[src/rtl/fwd_pkg.sv]
// Shared types and helpers for the EX-stage forwarding / load-use hazard controller.
package fwd_pkg;

  localparam int FWD_RD_W   = 16;
  localparam int FWD_SEL_RF = 0;

  typedef struct packed {
    logic                wr;
    logic                ld;
    logic [FWD_RD_W-1:0] rd;
  } fwd_entry_t;

  function automatic int stage_sel(input int depth, input int k);
    return depth - k + 1;
  endfunction

endpackage

[src/rtl/fwd_hazard_ctrl_match.sv]
// One operand's priority scan over the tracked post-EX stages.
module fwd_src_match
  import fwd_pkg::*;
#(
  parameter int REG_ADDR_W = 5,
  parameter int FWD_DEPTH  = 2,
  parameter int LOAD_LAT   = 1,
  parameter int SEL_W      = $clog2(FWD_DEPTH + 1)
) (
  input  fwd_entry_t [FWD_DEPTH-1:0] stages,
  input  logic [REG_ADDR_W-1:0]      src,
  output logic [SEL_W-1:0]           sel,
  output logic                       not_ready
);

  logic found;

  // stages[0] is EX/MEM; the youngest matching writer wins
  always_comb begin
    sel       = SEL_W'(FWD_SEL_RF);
    not_ready = 1'b0;
    found     = 1'b0;
    for (int k = 1; k <= FWD_DEPTH; k++) begin
      if (!found && stages[k-1].wr &&
          (stages[k-1].rd != '0) &&
          (stages[k-1].rd == FWD_RD_W'(src))) begin
        found = 1'b1;
        if (stages[k-1].ld && (k <= LOAD_LAT))
          not_ready = 1'b1;
        else
          sel = SEL_W'(stage_sel(FWD_DEPTH, k));
      end
    end
  end

endmodule

[src/rtl/fwd_hazard_ctrl.sv]
// Forwarding select and load-use stall generation for the EX stage.
// Optional stall counter output enabled by FWD_STALL_CNT_EN.
module fwd_hazard_ctrl
  import fwd_pkg::*;
#(
  parameter int REG_ADDR_W = 5,
  parameter int NUM_SRC    = 2,
  parameter int FWD_DEPTH  = 2,
  parameter int LOAD_LAT   = 1,
  parameter int SEL_W      = $clog2(FWD_DEPTH + 1)
) (
  input  logic                          clk,
  input  logic                          rst,
  input  logic                          hold,
  input  logic                          flush,
  input  logic                          ex_valid,
  input  logic [NUM_SRC*REG_ADDR_W-1:0] ex_src,
  input  logic                          ex_regwrite,
  input  logic [REG_ADDR_W-1:0]         ex_rd,
  input  logic                          ex_is_load,
`ifdef FWD_STALL_CNT_EN
  output logic [31:0]                   stall_cnt,
`endif
  output logic [NUM_SRC*SEL_W-1:0]      fwd_sel,
  output logic                          stall
);

  fwd_entry_t [FWD_DEPTH-1:0] st;
  fwd_entry_t                 ent;
  logic [NUM_SRC-1:0]         nr;
  logic                       go;

  for (genvar i = 0; i < NUM_SRC; i++) begin : g_src
    fwd_src_match #(
      .REG_ADDR_W(REG_ADDR_W),
      .FWD_DEPTH (FWD_DEPTH),
      .LOAD_LAT  (LOAD_LAT),
      .SEL_W     (SEL_W)
    ) u_match (
      .stages   (st),
      .src      (ex_src[i*REG_ADDR_W +: REG_ADDR_W]),
      .sel      (fwd_sel[i*SEL_W +: SEL_W]),
      .not_ready(nr[i])
    );
  end

  assign stall = ex_valid & ~flush & (|nr);
  assign go    = ex_valid & ~flush & ~stall;

  always_comb begin
    ent    = '0;
    ent.wr = ex_regwrite;
    ent.ld = ex_is_load;
    ent.rd = FWD_RD_W'(ex_rd);
  end

  // a stalled or flushed EX slot enters tracking as a bubble
  always_ff @(posedge clk or posedge rst) begin
    if (rst) begin
      st <= '0;
    end else if (!hold) begin
      st[0] <= go ? ent : '0;
      for (int k = 1; k < FWD_DEPTH; k++)
        st[k] <= st[k-1];
    end
  end

`ifdef FWD_STALL_CNT_EN
  always_ff @(posedge clk or posedge rst) begin
    if (rst)
      stall_cnt <= '0;
    else if (stall && !hold && (stall_cnt != '1))
      stall_cnt <= stall_cnt + 32'd1;
  end
`endif

endmodule

[config.mk]
export PLATFORM = sky130hd
export DESIGN_NAME = fwd_hazard_ctrl
export DESIGN_NICKNAME = d
export VERILOG_FILES = /design/src/rtl/fwd_pkg.sv /design/src/rtl/fwd_hazard_ctrl_match.sv /design/src/rtl/fwd_hazard_ctrl.sv
export SDC_FILE = /design/constraint.sdc
export NUM_CORES = 1
export LEC_CHECK = 0
export BUFFER_PORTS_ARGS = -buffer_cell sky130_fd_sc_hd__buf_2
export CORE_UTILIZATION = 27
export CTS_BUF_LIST = sky130_fd_sc_hd__clkbuf_8
export CTS_CLUSTER_SIZE = 30
export DETAILED_ROUTE_END_ITERATION = 6
export GPL_TIMING_DRIVEN = 1
export PLACE_DENSITY_LB_ADDON = 0.25
export SYNTH_ARGS = -nofsm -noshare
export SYNTH_HDL_FRONTEND = slang
export SYNTH_SLANG_ARGS = --single-unit
[constraint.sdc]
create_clock -name clk -period 4.2 [get_ports clk]
set_clock_uncertainty 0.2 [all_clocks]
set_input_delay 0.84 -clock clk [delete_from_list [all_inputs] [get_ports clk]]
set_output_delay 0.84 -clock clk [all_outputs]
set_load 0.01 [all_outputs]
# Word-level counts from Yosys, hierarchy flattened
# Index checks and enable logic that the tools add are counted.
# totals
word_cells,39
memories,0
out_inout_bits,5
ff_bits,35
latch_bits,0
in_bits,22
ram_bits,0
romBits,0
# op_classes
n_eq_ne,4
n_mul,0
div,0
n_mux,11
addsub,0
reduce_logical,14
n_bitwise,5
shifts,0
n_lt_le_gt_ge,0
# ops
op,n
$eq A16 B5 Y1,4
$reduce_bool A16 Y1,2
$mux W18,1
$mux W2,5
$logic_and A1 B1 Y1,9
$mux W1,5
$and A1 B1 Y1,3
$logic_not A1 Y1,2
$not A1 Y1,2
$reduce_or A2 Y1,1

# Logic depth before layout (Yosys ltp)
# depth
depth_word,9
depth_mapped,5
mapped_depth_nobuf,5

# Cells and area by module
# Synthesis repeated with hierarchy kept, for this count alone.
# hier_totals
hier_cells,107
hier_area_um2,1011.0
# by_module_without_submodules
mod,cells_per_inst,area_per_inst_um2,seq_area_each_um2,instances
fwd_hazard_ctrl,49,583.1,350.3,1
fwd_src_match,29,214.0,0.0,2

# Least setup slack after synthesis
# OpenSTA, ideal clock, no wires.
# synth_path
path_kind,input -> output
from,input ex_src[6]
to,output stall
cell_stages,5
slack_ns,1.345
path_buffers,0
arrival_time_ns,1.815
required_ns,3.160
path_cell_list,xor2_1 -> nor3_2 -> nand3_2 -> a211oi_4 -> and2_1
# synth_between
elab_chain_len,5
# synth_rtl
item,line_no,text
"start, declared",fwd_hazard_ctrl.sv:17,"input logic [NUM_SRC*REG_ADDR_W-1:0] ex_src,"
$eq A16 B5 Y1,fwd_hazard_ctrl_match.sv:26,(stages[k-1].rd == FWD_RD_W'(src))) begin
$logic_and A1 B1 Y1,fwd_hazard_ctrl_match.sv:25,(stages[k-1].rd != '0) &&
$mux W1,fwd_hazard_ctrl_match.sv:24,if (!found && stages[k-1].wr &&
$reduce_or A2 Y1,fwd_hazard_ctrl.sv:47,assign stall = ex_valid & ~flush & (|nr);
$and A1 B1 Y1,fwd_hazard_ctrl.sv:47,
"end, declared",fwd_hazard_ctrl.sv:25,output logic stall
# Every way passes these cells.

# Worst setup path after layout
# layout_path
from,input ex_src[2]
to,output stall
# The elaborated chain is that of the path after synthesis.

==> flow_summary.ini <==
[final_layout]
reg_top3 = st: 13 flops
syn_to_final_growth_pct = 25.5
drive_above_1_share = 0.367
finalNetCount = 132
diodes = 0
top_register = st
final_util = 0.370
largest_reg_flops = 13

[pwr]
p_per_area_mw_per_mm2 = 290
power_mw = 0.309
p_leak_nw = 0.487
max-vdd-ir-drop_mv = 0.138

[timing]
worst_hold_slack_ns = 0.313
drv_slew = 0
slew_headroom = 0.673
tightest_slew_ns = 0.490
layout_min_cycle_time_ns = 3.24
max_freq_ghz = 0.309
grt_setup_unrepaired = no
hold_viol = 0
tns_ns = 0
post-route-period-util = 0.772
setup_viol = 0

[global_route]
use_met3 = 0.0223
overflow = 0
grtUsageTotal = 0.121
grt_pass1_wl_um = 2990
antenna_found_initial = 0
grt_util_met2 = 0.177
met1_usage = 0.165
busiest_layer = met2
grt_pass1_vias = 642
grt_max_degree = 21

[routing]
firstDrtPassIters = 6
drtAntennaViolNets = 0
first_iter_violations = 16
wl_um = 1830
num_vias = 668
wl_per_cell_um = 12.1
route.detailed.drc = 4
routed_via_density = 4.42

[setup_path]
cp-endpoint = stall
r2r_slack_ns = 2.27
crit_chain = buf_2, xor2_1, nor3_1, nand3_1, a211oi_4, and2_1, buf_2
cp.depth = 7
startpoint = ex_src[2]
worstPathArrival_ns = 2.20
r2r-start = st[2]
critPathTopFamily = simple AND/OR/NAND/NOR gates
cp_slowest_cell = a211oi_4
end_kind = output pin
rr_endpoint = st[4]
path_buf_inv = 2
crit_required_ns = 3.16
ff2ff_path_depth = 5
cp_max_fo = 8
max_stage_delay_ns = 0.38
crit_top_cell = buf_2
cp-start-kind = input port
critical_path_class = in -> out

[outcome]
violations = DRC
status = complete, but fails checks

[cts]
holdBufCountCts = 0
clkTransAtPathRegs_ns = 0.05
cts.sinks = 13
cts_setup_buffers = 0
numCtsBuffers = 3
cts_tree = built
h-tree-depth = 1
cts_buffer_depth = 2
ctsResizeCount = 0
cts-root-buf = clkbuf_8
clock_latency_ns = 0.24

[place]
place.gp.congestion = 0.799
portBuffers = 26
dpl.hpwl_um = 1410

[synthesis]
ys_ff_latch = 13
netlist.area_leader.share = 0.383
yosysTopAreaCell = dfrtp_1
synth_nets = 104
synth.most_common_cell = dfrtp_1
async_flop_share = 1.00
syn-cell-area_um2 = 848
yosysUniqueCellTypes = 23
synth_flop_cell = dfrtp_1
syn_avg_cell_area_um2 = 10.3
synthCells = 82
yosys-top-cells-count = dfrtp_1 (13), xor2_1 (12), xnor2_1 (8)
yosys-top-cells-area = dfrtp_1 (38%), xor2_1 (12%), xnor2_1 (8.3%), mux2_2 (8.0%), nand3b_1 (6.2%)
synth_edf_count = 0
ys_seq_area_frac = 0.383
ys_warn_count = 0

[floorplan]
die_w_um = 58.1
fp.coreArea_mm2 = 0.00288
rows = 19
io_pins = 27
initial_utilization = 0.295
fp.dieH_um = 58.1
dieArea_mm2 = 0.00337

[flow_run]
drv_cap = 0

[worst_hold_path]
hold_class = reg -> reg
[metal layers]
layer / up-vias / routed length [um]
met3: 4 / 134
met5: - / 0
met4: 0 / 25
li1: 341 / -
met2: 30 / 809
met1: 293 / 856
[cells by family after synthesis]
group                     Yosys count  synth area share
AOI/OAI and AO/OA                  12             0.117
DFF                                13             0.383
muxes                               6            0.0796
xor gates and xnor gates           20             0.206
buffers and inverters               5            0.0221
and+or+nand+nor                    26             0.192
[area by class of cell]
cell class / instances / area (um^2)
clock buffer: 3 / 41.3
timing repair buffer: 26 / 130
multi-input combinational: 64 / 504
clock inverter: 1 / 3.75
fill: 302 / 1810
tap: 42 / 52.6
sequential: 13 / 325
inverter: 2 / 7.51
[power by group]
part	switching [mW]	internal, mW
combinational	0.0257	0.0295
sequential	0.0122	0.133
clock	0.0438	0.0645
total	0.0817	0.227
[how the worst min path moves through the flow]
stage,depth (start not counted),start,to,slack [ns]
after global placement,1,st[35],st[35],0.28
after floorplan,1,st[35],st[35],0.27
after CTS,1,st[35],st[35],0.30
final,1,st[35],st[35],0.31
after detailed placement,1,st[35],st[35],0.29
after global routing,1,st[35],st[35],0.33
[per-stage QoR]
step / cell area (um^2) / instances / worst slack (ns)
after floorplan: 848 / 82 / 1.34
after global placement: 1020 / 147 / 1.02
after detailed placement: 1020 / 147 / 0.973
after CTS: 1060 / 151 / 0.949
after global routing: 1060 / 151 / 0.864
final: 1060 / 151 / 0.959
[layout by cell type, fill, tap and decap left out]
cell type  netlist  routed
a211oi_4         1       1
and2_1           1       1
buf_2            0      26
clkbuf_8         0       3
dfrtp_1         13      13
inv_1            2       3
mux2_2           6       6
nand2_1          7       7
nand3_1          1       1
nand3_2          1       1
nand3b_1         7       7
nor2b_1          1       1
nor3_1           3       3
nor3_2           1       1
nor4_1           2       2
o2111a_1         2       2
o21ai_0          7       7
o21ai_1          1       1
o21ai_4          1       1
or4_1            1       1
or4_4            1       1
xnor2_1          8       8
xor2_1          12      12
No activity file was read; power rests on OpenSTA's default activity.
